$ cat src/rtl/mem_access_ctrl_if.sv
// Signal bundle between the LC-3 control FSM / memory and the access sequencer.
// master = the sequencer, slave = control FSM, memory and MDR register side.
interface mem_access_ctrl_if;
   logic        MIO_EN;
   logic        R_W;
   logic [15:0] MAR;
   logic [15:0] MDR_In;
   logic        Mem_Req;
   logic        Mem_Write;
   logic [15:0] Mem_Addr;
   logic [15:0] Mem_WData;
   logic        Mem_Ack;
   logic [15:0] Mem_RData;
   logic [15:0] MDR_D;
   logic        MDR_WE;
   logic        R;
   logic        Err;
   logic        Err_Clr;

   modport master (
      input  MIO_EN, R_W, MAR, MDR_In, Mem_Ack, Mem_RData, Err_Clr,
      output Mem_Req, Mem_Write, Mem_Addr, Mem_WData, MDR_D, MDR_WE, R, Err
   );

   modport slave (
      output MIO_EN, R_W, MAR, MDR_In, Mem_Ack, Mem_RData, Err_Clr,
      input  Mem_Req, Mem_Write, Mem_Addr, Mem_WData, MDR_D, MDR_WE, R, Err
   );
endinterface

$ cat src/rtl/mem_access_ctrl.sv
// Memory access sequencer: req/ack handshake with timeout, feeding the negedge MDR
// register with read data and returning the one-cycle ready pulse R.
module mem_access_ctrl #(
   parameter int unsigned TIMEOUT = 16
) (
   input logic              Clk,
   input logic              Reset,
   mem_access_ctrl_if.master bus
);

   typedef enum logic [1:0] {IDLE, REQ, DONE} state_t;

   state_t      state, state_nxt;
   logic [7:0]  count;
   logic        ack_hit, to_hit;

   logic        mem_req_q, mem_write_q, mdr_we_q, r_q, err_q;
   logic [15:0] mem_addr_q, mem_wdata_q, mdr_d_q;

   always_ff @(posedge Clk or posedge Reset) begin
      if (Reset) state <= IDLE;
      else       state <= state_nxt;
   end

   // Ack is checked before the timeout so a late ack still completes normally.
   always_comb begin
      state_nxt = state;
      ack_hit   = 1'b0;
      to_hit    = 1'b0;
      case (state)
         IDLE: if (bus.MIO_EN) state_nxt = REQ;
         REQ: begin
            if (bus.Mem_Ack) begin
               ack_hit   = 1'b1;
               state_nxt = DONE;
            end else if (count == 8'(TIMEOUT - 1)) begin
               to_hit    = 1'b1;
               state_nxt = DONE;
            end
         end
         DONE:    state_nxt = IDLE;
         default: state_nxt = IDLE;
      endcase
   end

   // Strobes are registered copies of the next state so they are glitch-free
   // and drop asynchronously with Reset.
   always_ff @(posedge Clk or posedge Reset) begin
      if (Reset) begin
         count       <= 8'd0;
         mem_req_q   <= 1'b0;
         mem_write_q <= 1'b0;
         mem_addr_q  <= 16'h0000;
         mem_wdata_q <= 16'h0000;
         mdr_d_q     <= 16'h0000;
         mdr_we_q    <= 1'b0;
         r_q         <= 1'b0;
         err_q       <= 1'b0;
      end else begin
         mem_req_q <= (state_nxt == REQ);
         r_q       <= (state_nxt == DONE);
         mdr_we_q  <= (state == REQ) && (state_nxt == DONE) && !mem_write_q;

         if (state == IDLE && bus.MIO_EN) begin
            mem_addr_q  <= bus.MAR;
            mem_wdata_q <= bus.MDR_In;
            mem_write_q <= bus.R_W;
            count       <= 8'd0;
         end

         if (state == REQ) begin
            if (ack_hit) begin
               if (!mem_write_q) mdr_d_q <= bus.Mem_RData;
            end else if (to_hit) begin
               if (!mem_write_q) mdr_d_q <= 16'h0000;
            end else begin
               count <= count + 8'd1;
            end
         end

         if (to_hit)           err_q <= 1'b1;
         else if (bus.Err_Clr) err_q <= 1'b0;
      end
   end

   assign bus.Mem_Req   = mem_req_q;
   assign bus.Mem_Write = mem_write_q;
   assign bus.Mem_Addr  = mem_addr_q;
   assign bus.Mem_WData = mem_wdata_q;
   assign bus.MDR_D     = mdr_d_q;
   assign bus.MDR_WE    = mdr_we_q;
   assign bus.R         = r_q;
   assign bus.Err       = err_q;

endmodule
$ cat src/flat_wrapper.sv
// flat-port wrapper written by rule: the top's interface ports become plain ports
module mem_access_ctrl_flat 
#(
   parameter int unsigned TIMEOUT = 16
)
  (Clk, Reset, bus_MIO_EN, bus_R_W, bus_MAR, bus_MDR_In, bus_Mem_Ack, bus_Mem_RData, bus_Err_Clr, bus_Mem_Req, bus_Mem_Write, bus_Mem_Addr, bus_Mem_WData, bus_MDR_D, bus_MDR_WE, bus_R, bus_Err);
  mem_access_ctrl_if bus_i ();
  input logic Clk;
  input logic Reset;
  input wire logic [$bits(bus_i.MIO_EN)-1:0] bus_MIO_EN;
  input wire logic [$bits(bus_i.R_W)-1:0] bus_R_W;
  input wire logic [$bits(bus_i.MAR)-1:0] bus_MAR;
  input wire logic [$bits(bus_i.MDR_In)-1:0] bus_MDR_In;
  input wire logic [$bits(bus_i.Mem_Ack)-1:0] bus_Mem_Ack;
  input wire logic [$bits(bus_i.Mem_RData)-1:0] bus_Mem_RData;
  input wire logic [$bits(bus_i.Err_Clr)-1:0] bus_Err_Clr;
  output wire logic [$bits(bus_i.Mem_Req)-1:0] bus_Mem_Req;
  output wire logic [$bits(bus_i.Mem_Write)-1:0] bus_Mem_Write;
  output wire logic [$bits(bus_i.Mem_Addr)-1:0] bus_Mem_Addr;
  output wire logic [$bits(bus_i.Mem_WData)-1:0] bus_Mem_WData;
  output wire logic [$bits(bus_i.MDR_D)-1:0] bus_MDR_D;
  output wire logic [$bits(bus_i.MDR_WE)-1:0] bus_MDR_WE;
  output wire logic [$bits(bus_i.R)-1:0] bus_R;
  output wire logic [$bits(bus_i.Err)-1:0] bus_Err;
  assign bus_i.MIO_EN = bus_MIO_EN;
  assign bus_i.R_W = bus_R_W;
  assign bus_i.MAR = bus_MAR;
  assign bus_i.MDR_In = bus_MDR_In;
  assign bus_i.Mem_Ack = bus_Mem_Ack;
  assign bus_i.Mem_RData = bus_Mem_RData;
  assign bus_i.Err_Clr = bus_Err_Clr;
  assign bus_Mem_Req = bus_i.Mem_Req;
  assign bus_Mem_Write = bus_i.Mem_Write;
  assign bus_Mem_Addr = bus_i.Mem_Addr;
  assign bus_Mem_WData = bus_i.Mem_WData;
  assign bus_MDR_D = bus_i.MDR_D;
  assign bus_MDR_WE = bus_i.MDR_WE;
  assign bus_R = bus_i.R;
  assign bus_Err = bus_i.Err;
  mem_access_ctrl #(.TIMEOUT(TIMEOUT)) u_core (.Clk(Clk), .Reset(Reset), .bus(bus_i));
endmodule
$ cat config.mk
export PLATFORM = sky130hd
export DESIGN_NAME = mem_access_ctrl_flat
export DESIGN_NICKNAME = d
export VERILOG_FILES = /design/src/rtl/mem_access_ctrl_if.sv /design/src/rtl/mem_access_ctrl.sv /design/src/flat_wrapper.sv
export SDC_FILE = /design/constraint.sdc
export NUM_CORES = 1
export LEC_CHECK = 0
export CORE_ASPECT_RATIO = 0.75
export CORE_UTILIZATION = 43
export DETAILED_ROUTE_END_ITERATION = 7
export PLACE_DENSITY_LB_ADDON = 0.3
export SYNTH_ARGS = -nofsm -noshare
export SYNTH_HDL_FRONTEND = slang
export SYNTH_SLANG_ARGS = --single-unit
$ cat constraint.sdc
create_clock -name Clk -period 4.1 [get_ports Clk]
set_clock_uncertainty 0.2 [all_clocks]
set_input_delay 1.025 -clock Clk [delete_from_list [all_inputs] [get_ports Clk]]
set_output_delay 1.025 -clock Clk [all_outputs]
set_load 0.03 [all_outputs]
Yosys cells after proc, flatten, opt, wreduce, memory -nomap -nowiden
Cells that the tools add are included.

operators by class
  $add $sub $neg = 1
  equal/unequal tests = 6
  muxes and demuxes = 19
  reduce and logical (&&, ||, !) cells = 8

operators by type and width
  kind                 count
  $mux 16              4
  $mux 8               4
  $add 8x1->8 const B  1
  $eq 8x4->1 const B   1
  $mux 1               7
  $mux 2               3
  $eq 2x1->1 const B   2
  $ne 2x2->1 const B   2
  $pmux 2 s2           1
  $reduce_and 4->1     1
  $reduce_bool 2->1    2
  $logic_and 1x1->1    3
  $eq 2x2->1 const B   1
  $logic_not 2->1      1
  $logic_not 1->1      1

storage, ports and cells
  flip-flop bits (word level) = 63
  bits of input ports = 54
  output and inout bits = 53
  logic and storage cells = 44

Longest topological paths before layout
Gate-level depths: netlist of the first run.

  word-level depth = 7
  mapped depth = 7

Worst setup path after synthesis of the first run
Ideal clock, no wire load.

  kind = input -> register
  from = in bus_Mem_Ack
  to = reg u_core.count[7]
  setup time = 87 ps
  arrival = 1935 ps
  data required time = 3813 ps
  setup slack = 1878 ps
  cell stages on the path = 3
  cells stage by stage = a211o_1 -> or4_1 -> o211ai_1

on the way
  longest elaborated chain between the ends = 5
  elaborated cells between the ends (all ways) = 7
  those cells by class = mux (7)

RTL lines
  item                  line                   source
  start, declared       flat_wrapper.sv:14     input wire logic [$bits(bus_i.Mem_Ack)-1:0] bus_Mem_Ack;
  $mux 1                mem_access_ctrl.sv:33  if (bus.Mem_Ack) begin
  $mux 1                mem_access_ctrl.sv:30  case (state)
  $mux 8                mem_access_ctrl.sv:74  end else if (to_hit) begin
  $mux 8 *              mem_access_ctrl.sv:72  if (ack_hit) begin
  $mux 8 *              mem_access_ctrl.sv:71  if (state == REQ) begin
  end signal, assigned  mem_access_ctrl.sv:77  count <= count + 8'd1;
  end, declared         mem_access_ctrl.sv:14  logic [7:0] count;

Mark *: on every way between the ends. The rest lies on a longest branch, timed or not.
A chain may end at the register's enable or synchronous reset.

Worst setup path in the final report of the first run
  from = reg u_core.mem_write_q (netlist: u_core.bus.Mem_Write)
  to = out bus_Mem_Write

RTL lines
  item                    line                   source
  start, declared         mem_access_ctrl.sv:17  logic mem_req_q, mem_write_q, mdr_we_q, r_q, err_q;
  start signal, assigned  mem_access_ctrl.sv:67  mem_write_q <= bus.R_W;
  end, declared           flat_wrapper.sv:18     output wire logic [$bits(bus_i.Mem_Write)-1:0] bus_Mem_Write;

No word-level cell between the ends.

==> results.ini, run 1 <==
[run_status]
status=complete, no violations

[critical_path]
endpoint=bus_Mem_Write
cp-end-kind=output port
worstSetupPathType=flip-flop to output port
critical_path.top_delay_family=buffers and inverters
r2r_slack_ns=1.76
rr_worst_depth=5
cpPeakStageDelay_ns=0.70
worst-path-buf-inv=1
r2r_start=u_core.count[0]$_DFF_PP0_
crit_chain=clkdlybuf4s50_1
required_ns=2.87
r2r_end=u_core.count[7]$_DFF_PP0_
cp.depth=1
arrival_ns=1.45
critPathMaxFanout=4
worstSetupStartpoint=u_core.bus.Mem_Write$_DFFE_PP0P_
cp_slowest_cell=clkdlybuf4s50_1
setup.worst_path.start_class=flip-flop

[sta]
layout_min_cycle_time_ns=2.68
rsz0062_at_grt=no
clock.fmax_mhz=373
slew_headroom_pct=37.5
finalSetupViolCount=0
hold_viol=0
slew_viol_final=0
worst_pin_slew_ns=0.933
fin_crit_sh_pct=65.3
tns_ns=0

[placement]
dp.cells=412
dp.final_hpwl_um=4080
gp_congestion=0.791
io_buffer_count=106

[power]
p_per_area_nw_per_um2=744
leakagePower_nw=1.79
peakVddDrop_uv=481

[floorplanning]
io_pins=107
die-height_um=67.7
initial_utilization_pct=45.4
die-area_um2=6060
die_x_um=89.5
core_area_um2=5440
core.rowCount=23

[yosys]
syn_avg_cell_area_um2=10.3
netlist_instances=240
synth_area_um2=2470
ys_seq_area_share_pct=63.8
ys_warn_count=0
ys_ff_latch=63
synth_nets=295
ys_types=31

[drt]
wl_per_cell_um=13.6
drtIter0Drc=93
postRouteAntennaNets=0
route.detailed.drc=0
wl_um=5830
drtPass1Iterations=4
vias=2084
vias_per_cell=4.87

[grt]
antenna_found_initial=0
grt-ovfl-total=0
grt_pass1_wl_um=9090
grt_max_degree=64
grt_pass1_vias=1925
gr-usage-all-layers_pct=20.6

[worst_hold_path]
worstHoldPathCells=2
hold_class=flip-flop to flip-flop

[layout]
syn2layout_area_growth_pct=53.5
antennaDiodeCount=0
fillerInstances=411
layout.nets=403
final_cells=428
final_core_util_pct=69.7
drive_gt1_share_pct=6.52

[flow_run]
maxCapViolations=0

[clock_tree]
tritoncts=yes
cts.reportedPaths.clkPinSlew_ns=0.07
clkSinkCount=63
cts_hold_buf=0
cts_inserted_buffers=9
cts-root-buf=clkbuf_8
clock_latency_ns=0.33
h-tree-depth=3
cts_buffer_depth=2
postCtsSetupBuffers=0
cts_resized=0

-- how the worst min path moves through the flow --
stage	startpoint	endpoint	slack [ns]
floorplan	u_core.count[0]$_DFF_PP0_	u_core.count[0]$_DFF_PP0_	0.30
global placement	u_core.bus.Mem_Addr[6]$_DFFE_PP0P_	u_core.bus.Mem_Addr[6]$_DFFE_PP0P_	0.26
detailed placement	u_core.bus.Mem_Addr[6]$_DFFE_PP0P_	u_core.bus.Mem_Addr[6]$_DFFE_PP0P_	0.26
CTS	u_core.bus.Mem_Addr[6]$_DFFE_PP0P_	u_core.bus.Mem_Addr[6]$_DFFE_PP0P_	0.28
global route	u_core.bus.Mem_WData[12]$_DFFE_PP0P_	u_core.bus.Mem_WData[12]$_DFFE_PP0P_	0.30
finish	u_core.bus.Mem_Addr[6]$_DFFE_PP0P_	u_core.bus.Mem_Addr[6]$_DFFE_PP0P_	0.27
-- cells in the mapped netlist --
master	n	share of area, %
a211o_1	3	1.1
a21oi_2	1	0.35
a22o_1	16	5.7
and2_1	3	0.76
and3_1	1	0.25
buf_1	1	0.15
buf_6	1	0.46
buf_8	1	0.61
clkbuf_1	9	1.4
dfrtp_1	63	64
ha_1	1	0.51
inv_1	5	0.76
inv_2	1	0.15
nand2_1	102	15
nand2b_1	1	0.25
nand3_1	7	1.4
nand4_1	2	0.51
nor2_1	4	0.61
nor3_1	1	0.20
nor3b_1	2	0.61
nor3b_2	1	0.51
nor4_4	1	0.86
o211ai_1	1	0.30
o21ai_0	1	0.20
o21ai_1	4	0.81
o2bb2ai_1	1	0.35
o32ai_1	1	0.35
or3_1	1	0.25
or4_1	1	0.30
xnor2_1	1	0.35
xor2_1	2	0.71
-- cell usage in the layout, fill, tap and decap left out, types with 3 or more instances in the layout --
master           count
clkbuf_8            12
dfrtp_1             63
a22o_1              16
buf_4                3
o21ai_1              4
a211o_1              3
inv_1                4
nor2_1               4
and2_1               3
nand2_1            102
nand3_1              7
clkdlybuf4s50_1    106
-- power breakdown --
group / switching (W) / internal [W] / total (W) / leakage [nW]
clock network: 0.000226 / 0.000329 / 0.000555 / 0.109
logic: 0.000735 / 0.000540 / 0.00127 / 0.885
registers: 0.000140 / 0.000852 / 0.000992 / 0.795
total: 0.00110 / 0.00172 / 0.00282 / 1.79
-- per-layer routing --
metal | wire length [um] | global-route usage, % | part of all wire [%]
met1 | 2500 | 25.0 | 43
met2 | 2570 | 31.5 | 44
met3 | 698 | 11.7 | 12
met4 | 62 | 5.95 | 1.1
met5 | 0 | 0 | 0
-- logic make-up (layout without fill, tap and decap cells) --
family	after synthesis	in the layout	share of synthesized area, %
AO/OA/AOI/OAI	28	28	9.11
XOR/XNOR	3	3	1.06
adder cells (fa/ha/maj)	1	1	0.506
buffers and inverters	18	131	3.49
flip-flops	63	63	63.8
AND/OR/NAND/NOR	127	127	22.0
-- final cells by class --
cell class	count	area, um2	share of cell area [%]
multi-input combinational	159	808	21.3
tap	75	93.8	2.47
sequential	63	1580	41.6
clock inverter	3	40.0	1.06
inverter	6	22.5	0.594
clock buffer	13	169	4.45
timing repair buffer	109	1080	28.6
-- state kept, by name (all words and copies together) (netlist names) --
name                  count
u_core.bus.Err            1
u_core.bus.MDR_D         16
u_core.bus.MDR_WE         1
u_core.bus.Mem_Addr      16
u_core.bus.Mem_Req        1
u_core.bus.Mem_WData     16
u_core.bus.Mem_Write      1
u_core.bus.R              1
u_core.count              8
u_core.state              2
-- through the flow --
step | hold WS [ns] | setup slack (ns) | power, W | instance area [um2]
floorplan | 0.295 | 1.31 | 0.00171 | 2470
global placement | 0.257 | 1.21 | 0.00225 | 3580
detailed placement | 0.262 | 1.16 | 0.00228 | 3580
CTS | 0.278 | 1.40 | 0.00285 | 3790
global route | 0.296 | 1.37 | 0.00299 | 3790
finish | 0.270 | 1.42 | 0.00282 | 3790
-- worst reg2reg max path, stage by stage (launching register included) --
cell and delay (ns):
dfrtp_1 0.43, ha_1 0.26, and3_1 0.25, a211o_1 0.46
or4_1 0.57, o211ai_1 0.09
(Power assumes the default switching activity.)
==> run 2, diff against run 1 <==
- CORE_UTILIZATION: 43 -> 42
- clock period: 4.1 -> 2.7 ns (I/O delays scaled with it)
==> results.ini, run 2 (synthesis gave the netlist of run 1 again) <==
[layout]
antennaDiodeCount=0  ; unchanged
layout.nets=407  ; +0.99%
final_common_cell=clkdlybuf4s50_1
final_cells=432  ; +0.93%
fillerInstances=431  ; +4.9%
syn2layout_area_growth_pct=53.9
final_cell_mix=clkdlybuf4s50_1 (106), nand2_1 (102), dfrtp_1 (63), a22o_1 (16), clkbuf_8 (10)
final_core_util_pct=69.2  ; -0.57 points
drive_gt1_share_pct=7.56  ; +1.0 points

[floorplanning]
io_pins=107  ; unchanged
initial_utilization_pct=45.0  ; -0.48 points
die_x_um=90.6  ; +1.2%
core_area_um2=5500  ; +1.1%
die-area_um2=6200  ; +2.3%
core.rowCount=23  ; unchanged
die-height_um=68.4  ; +1.2%

[sta]
hold_viol=0  ; unchanged
layout_min_cycle_time_ns=2.33
slew_viol_final=0  ; unchanged
finalSetupViolCount=0  ; unchanged
slew_headroom_pct=60.5  ; +23 points
worst_pin_slew_ns=0.593  ; -0.341 ns
clock.fmax_mhz=429
rsz0062_at_grt=no
tns_ns=0  ; unchanged
fin_crit_sh_pct=86.3

[clock_tree]
cts_hold_buf=0  ; unchanged
cts_inserted_buffers=9  ; unchanged
clkSinkCount=63  ; unchanged
cts_buffer_depth=2  ; unchanged
h-tree-depth=3  ; unchanged
clock_latency_ns=0.33  ; about the same
tritoncts=yes
cts-root-buf=clkbuf_8
cts.reportedPaths.clkPinSlew_ns=0.07  ; about the same
cts_resized=0  ; unchanged
postCtsSetupBuffers=0  ; unchanged

[power]
p_int_w=0.00248  ; +44%
p_total_w=0.00417  ; +48%
combPwrFrac_pct=46.8  ; +1.6 points
p_per_area_nw_per_um2=1100  ; +48%
leakagePower_nw=1.79  ; about the same
switching_power_w=0.00169  ; +54%
p_sw_share_pct=40.5  ; +1.5 points
clkPwrFrac_pct=17.2  ; -2.5 points
peakVddDrop_uv=600  ; +25%
p_seq_share_pct=36.0  ; +0.8 points

[critical_path]
setup.worst_path.start_class=flip-flop
cpPeakStageDelay_ns=0.70  ; about the same
required_ns=1.82  ; -1.05 ns
cp_slowest_cell=clkdlybuf4s50_1
crit_chain=clkdlybuf4s50_1
critical_path.top_delay_family=buffers and inverters
arrival_ns=1.46  ; about the same
worstSetupPathType=flip-flop to output port
critPathMaxFanout=4  ; unchanged
cp-end-kind=output port
worst-path-buf-inv=1  ; unchanged

[grt]
grt_max_degree=34  ; -47%
grt-ovfl-total=0  ; unchanged
gr-usage-all-layers_pct=20.8  ; +0.16 points
antenna_found_initial=0  ; unchanged
grt_pass1_wl_um=9580  ; +5.4%
grt_pass1_vias=1997  ; +3.7%

[placement]
io_buffer_count=106  ; unchanged
dp.cells=416  ; +0.97%
gp_congestion=0.788  ; -0.39%
dp.final_hpwl_um=4220  ; +3.5%

[drt]
vias=2081  ; -0.14%
postRouteAntennaNets=0  ; unchanged
drtPass1Iterations=4  ; unchanged
drtIter0Drc=118  ; +27%
route.detailed.drc=0  ; unchanged
vias_per_cell=4.82  ; -1.1%
wl_per_cell_um=14.0  ; +2.6%
wl_um=6040  ; +3.5%

[run_status]
status=complete, no violations

[flow_run]
maxCapViolations=0  ; unchanged

[worst_hold_path]
hold_class=flip-flop to flip-flop

[run 2: power groups by stage]
| stage | Sequential, W | Clock [W] | Combinational (W) |
|---|---|---|---|
| 2_1_floorplan | 0.00215 | 0 | 0.000445 |
| 3_3_place_gp | 0.00150 | 0 | 0.00193 |
| 3_5_place_dp | 0.00152 | 0 | 0.00196 |
| 4_1_cts | 0.00150 | 0.000741 | 0.00197 |
| 5_1_grt | 0.00155 | 0.000777 | 0.00208 |
| 6_report | 0.00150 | 0.000719 | 0.00195 |
[run 2: area by class of cell]
type | count | area (um2) | area share (%)
clock buffer | 11 | 141 | 3.72
sequential | 63 | 1580 | 41.5
timing repair buffer | 113 | 1130 | 29.6
tap | 75 | 93.8 | 2.47
multi-input combinational | 159 | 808 | 21.3
inverter | 6 | 22.5 | 0.592
clock inverter | 5 | 33.8 | 0.888
[run 2: through the flow]
stage | setup slack (ns) | hold slack [ns] | area [um2]
final | 0.369 | 0.272 | 3800
after global routing | 0.313 | 0.296 | 3800
after CTS | 0.346 | 0.280 | 3800
after detailed placement | 0.192 | 0.262 | 3630
after global placement | 0.245 | 0.257 | 3630
after floorplan | 0.255 | 0.295 | 2470
[run 2: final timing paths]
check | startpoint | slack, ns | cells after the start | endpoint
worst min register to register | u_core.bus.Mem_WData[15]$_DFFE_PP0P_ | 0.27 | 2 | u_core.bus.Mem_WData[15]$_DFFE_PP0P_
worst min-delay path | u_core.bus.Mem_WData[15]$_DFFE_PP0P_ | 0.27 | 2 | u_core.bus.Mem_WData[15]$_DFFE_PP0P_
worst max register to register | u_core.count[0]$_DFF_PP0_ | 0.47 | 5 | u_core.bus.MDR_D[15]$_DFFE_PP0P_
min in group asynchronous | Reset | 0.51 | 2 | u_core.bus.MDR_WE$_DFF_PP0_
max in group asynchronous | Reset | 1.22 | 3 | u_core.bus.Mem_Addr[0]$_DFFE_PP0P_
worst max-delay path | u_core.bus.Mem_Write$_DFFE_PP0P_ | 0.37 | 1 | bus_Mem_Write
[run 2: metal layers]
layer	vias up	wire length, um	track usage (%)
li1	1009	-	-
met3	2	600	10.9
met2	95	2540	30.4
met4	0	23	6.05
met1	975	2870	26.9
met5	-	0	0
==> run 3, diff against run 2 <==
- CTS_BUF_LIST: unset -> sky130_fd_sc_hd__clkbuf_16
==> results.ini, run 3 (synthesis gave the netlist of run 1 again) <==
[clock_tree]
cts-root-buf=clkbuf_16
cts_inserted_buffers=9  ; unchanged
cts.reportedPaths.clkPinSlew_ns=0.05  ; -0.02 ns
cts_resized=0  ; unchanged
cts_hold_buf=0  ; unchanged
cts_buffer_depth=2  ; unchanged
h-tree-depth=3  ; unchanged
clkSinkCount=63  ; unchanged
tritoncts=yes
clock_latency_ns=0.32  ; about the same
postCtsSetupBuffers=0  ; unchanged

[sta]
finalSetupViolCount=0  ; unchanged
clock.fmax_mhz=432  ; +0.73%
tns_ns=0  ; unchanged
slew_viol_final=0  ; unchanged
rsz0062_at_grt=no
worst_pin_slew_ns=0.596  ; +0.00362 ns
hold_viol=0  ; unchanged
layout_min_cycle_time_ns=2.31  ; -0.0169 ns
fin_crit_sh_pct=85.7  ; -0.63 points
slew_headroom_pct=60.3  ; -0.24 points

[floorplanning]
core_area_um2=5500  ; unchanged
io_pins=107  ; unchanged
initial_utilization_pct=45.0  ; unchanged
core.rowCount=23  ; unchanged
die-height_um=68.4  ; unchanged
die_x_um=90.6  ; unchanged
die-area_um2=6200  ; unchanged

[drt]
wl_um=6020  ; -0.40%
route.detailed.drc=0  ; unchanged
highest_layer=met4
wl_met3_um=568  ; -5.3%
drtIter0Drc=111  ; -5.9%
met2WireLength_um=2590  ; +1.8%
met1Wirelength_um=2810  ; -2.2%
drtPass1Iterations=4  ; unchanged
postRouteAntennaNets=0  ; unchanged
wl_per_cell_um=13.9  ; -0.40%
vias=2093  ; +0.58%
vias_per_cell=4.84  ; +0.58%

[power]
combPwrFrac_pct=43.7  ; -3.1 points
clkPwrFrac_pct=22.6  ; +5.4 points
leakagePower_nw=1.83  ; +2.5%
peakVddDrop_uv=632  ; +5.3%
p_per_area_nw_per_um2=1150  ; +4.6%
p_seq_share_pct=33.7  ; -2.3 points
p_int_w=0.00274  ; +10%
p_sw_share_pct=38.7  ; -1.8 points
switching_power_w=0.00173  ; +2.2%
p_total_w=0.00447  ; +7.1%

[critical_path]
critPathMaxFanout=4  ; unchanged
setup.worst_path.start_class=flip-flop
cpPeakStageDelay_ns=0.70  ; about the same
worstSetupPathType=flip-flop to output port
required_ns=1.82  ; about the same
arrival_ns=1.44  ; -0.02 ns
cp-end-kind=output port
critical_path.top_delay_family=buffers and inverters
worst-path-buf-inv=1  ; unchanged
crit_chain=clkdlybuf4s50_1
cp_slowest_cell=clkdlybuf4s50_1

[layout]
final_common_cell=clkdlybuf4s50_1
final_cell_mix=clkdlybuf4s50_1 (106), nand2_1 (102), dfrtp_1 (63), a22o_1 (16), clkbuf_16 (9)
final_core_util_pct=70.8  ; +1.7 points
syn2layout_area_growth_pct=57.6
drive_gt1_share_pct=7.28  ; -0.28 points
layout.nets=407  ; unchanged
final_cells=432  ; unchanged
antennaDiodeCount=0  ; unchanged

[placement]
dp.final_hpwl_um=4220  ; unchanged
io_buffer_count=106  ; unchanged
gp_congestion=0.788  ; unchanged
dp.cells=416  ; unchanged

[grt]
gr-usage-all-layers_pct=20.8  ; +0.029 points
grt-ovfl-total=0  ; unchanged
antenna_found_initial=0  ; unchanged
grt_pass1_wl_um=9630  ; +0.50%
grt_max_degree=34  ; unchanged
grt_pass1_vias=1964  ; -1.7%

[run_status]
status=complete, no violations

[worst_hold_path]
hold_class=flip-flop to flip-flop

[flow_run]
maxCapViolations=0  ; unchanged

run 3: changes by cell type in the layout (fill, tap and decap cells not counted):
cell       previous run  this run
clkbuf_1              1         0
clkbuf_16             0         9
clkbuf_8             10         0
clkinv_1              0         1
inv_1                 4         5
run 3: power by group through the flow:
stage	clock network [W]	registers (W)	logic, W
after floorplan	0	0.00215	0.000445
after global placement	0	0.00150	0.00193
after detailed placement	0	0.00152	0.00196
after CTS	0.00103	0.00150	0.00197
after global routing	0.00107	0.00155	0.00208
final	0.00101	0.00150	0.00195
run 3: per-layer routing:
metal  vias up  track usage, %
li1       1010               -
met1       982            27.7
met2        96            29.5
met3         5            10.3
met4         0            6.65
met5         -               0
run 3: per-stage QoR:
step / area (um2) / worst slack [ns] / hold slack [ns]
2_1_floorplan: 2470 / 0.255 / 0.295
3_3_place_gp: 3630 / 0.245 / 0.257
3_5_place_dp: 3630 / 0.192 / 0.262
4_1_cts: 3890 / 0.373 / 0.275
5_1_grt: 3890 / 0.344 / 0.291
6_report: 3890 / 0.386 / 0.269
run 3: worst paths after layout:
| path | slack [ns] | from | to | cells past startpoint |
|---|---|---|---|---|
| hold reg to reg | 0.27 | u_core.bus.Mem_WData[15]$_DFFE_PP0P_ | u_core.bus.Mem_WData[15]$_DFFE_PP0P_ | 2 |
| setup reg to reg | 0.47 | u_core.count[0]$_DFF_PP0_ | u_core.bus.MDR_D[15]$_DFFE_PP0P_ | 5 |
| hold / removal | 0.27 | u_core.bus.Mem_WData[15]$_DFFE_PP0P_ | u_core.bus.Mem_WData[15]$_DFFE_PP0P_ | 2 |
| setup / recovery | 0.39 | u_core.bus.Mem_Write$_DFFE_PP0P_ | bus_Mem_Write | 1 |
| min in group asynchronous | 0.52 | Reset | u_core.bus.MDR_D[12]$_DFFE_PP0P_ | 2 |
| max in group asynchronous | 1.22 | Reset | u_core.bus.MDR_D[6]$_DFFE_PP0P_ | 3 |
run 3: layout make-up:
class,instances,area [um2]
Tap cell,75,93.8
Inverter,6,22.5
Sequential cell,63,1580
Timing Repair Buffer,113,1130
Clock buffer,9,225
Clock inverter,7,41.3
Multi-Input combinational cell,159,808
Fill cell,418,1600
==> edit, RTL diff (flow settings as in run 2) <==
The 3 states of `state_t` get a one-hot encoding in 3 bits.
--- a/src/rtl/mem_access_ctrl.sv
+++ b/src/rtl/mem_access_ctrl.sv
@@ -9,5 +9,5 @@
 );
 
-   typedef enum logic [1:0] {IDLE, REQ, DONE} state_t;
+   typedef enum logic [2:0] {IDLE = 3'b001, REQ = 3'b010, DONE = 3'b100} state_t;
 
    state_t      state, state_nxt;
Formal check against the unedited RTL: same outputs for any inputs over 10 cycles, from zero or initial values and one cycle with Reset high; not proved beyond that.
==> edit against run 2 <==
  * Critical path type unchanged
  * Cell area up 2.0%
  * Register-to-register slack got worse by 0.06 ns
  * Total power up 12%
  * Synthesized area up 0.46%
  * Sequential cell count grew 1
  * Hold slack about the same
  * Setup slack got worse by 0.0081 ns
  * Wire length grew 0.86%
==> edit: results <==
{
  "grt_first_pass_wirelength_um": 9730,
  "place_congestion": 0.735,
  "n_fill_cell": 426,
  "post_cts_buffers": 0,
  "dr_total_vias": 2117,
  "maxSlewHeadroom_pct": 32.4,
  "cts-buffers-inserted": 9,
  "layout.cells.non_filler": 429,
  "vdd_drop_max_uv": 694,
  "routedWlPerCell_um": 14.2,
  "grt_pass1_vias": 2042,
  "yosys-top-cells-count": "105 x nand2_1, 63 x dfrtp_1, 16 x a22o_1",
  "cts.path.max_buffers": 2,
  "clock_latency_ns": 0.34,
  "syn_avg_cell_area_um2": 10.3,
  "synthesis.nets": 296,
  "hold_violations": 0,
  "hold_path.class": "flip-flop to flip-flop",
  "grt_overflow": 0,
  "synth.distinct_cells": 29,
  "ys_top_cells_by_area": "dfrtp_1 64%, nand2_1 16%, a22o_1 5.6%, clkbuf_1 1.5%, nand3_1 1.2%",
  "ctsResizeCount": 0,
  "cp.arrival_ns": 1.46,
  "track_usage_pct": 20.7,
  "p_sw_w": 0.00182,
  "htree_levels": 3,
  "async_flop_share_pct": 100,
  "status": "completed",
  "grt_max_degree": 31,
  "drive_gt1_share_pct": 7.34,
  "hpwl_um": 4180,
  "crit_path_max_incr_delay_ns": 0.71,
  "p_leak_nw": 1.83,
  "crit_family": "buffers and inverters",
  "clk_pin_slew_worst_paths_ns": 0.07,
  "dr.pass1.iters": 4,
  "synth-seq-area-share_pct": 64.6,
  "dp.cells": 414,
  "drtIter0Drc": 96,
  "yosysWarnings": 0
}
## edit: per-stage QoR
stage          cell area (um2)  worst slack, ns  total power (W)
2_1_floorplan             2480            0.229          0.00279
3_5_place_dp              3660            0.165          0.00376
4_1_cts                   3880            0.338          0.00470
6_report                  3880            0.361          0.00466
3_3_place_gp              3660            0.256          0.00372
5_1_grt                   3880            0.283          0.00492
## edit: metal layers
layer,global-route usage [%],vias up,share of wire (%)
li1,-,1008,-
met4,8.33,0,1.4
met3,9.76,8,11
met2,31.5,95,44
met1,25.9,1006,44
met5,0,-,0
## edit: tightest hold or removal path, cell delays in order, from the launching register on
cell	delay (ns)
dfrtp_1	0.34
nand2_1	0.05
nand2_1	0.05
## edit: cells by family after synthesis
family	share of synthesized area (%)
compound gates	8.87
fa+ha+maj	0.504
buf+inv	3.58
flops	64.6
mux	0.806
simple gates	21.7
## edit: worst paths after layout
path | startpoint | end | slack, ns | cells after the start
worst max-delay path | u_core.bus.Mem_Write | bus_Mem_Write | 0.36 | 1
worst min-delay path | u_core.bus.Mem_Addr[14] | u_core.bus.Mem_Addr[14] | 0.27 | 2
worst max register to register | u_core.count[4] | u_core.bus.MDR_D[11] | 0.41 | 4
worst min register to register | u_core.bus.Mem_Addr[14] | u_core.bus.Mem_Addr[14] | 0.27 | 2
max in group asynchronous | Reset | u_core.bus.MDR_D[15] | 1.33 | 3
min in group asynchronous | Reset | u_core.bus.MDR_D[5] | 0.46 | 2
## edit: final cells by class
cell class                      count  area [um2]  area share, %
Multi-Input combinational cell    158         811           20.9
Clock inverter                      3        65.1           1.68
Tap cell                           75        93.8           2.42
Timing Repair Buffer              112        1130           29.2
Sequential cell                    64        1600           41.3
Clock buffer                       12         155           4.00
Inverter                            5        18.8          0.484
## edit: power by group through the flow
stage | registers [W] | clock network (W) | logic (W)
floorplan | 0.00226 | 0 | 0.000524
global placement | 0.00157 | 0 | 0.00216
detailed placement | 0.00156 | 0 | 0.00220
CTS | 0.00156 | 0.000928 | 0.00221
global route | 0.00161 | 0.000966 | 0.00234
finish | 0.00156 | 0.000911 | 0.00219
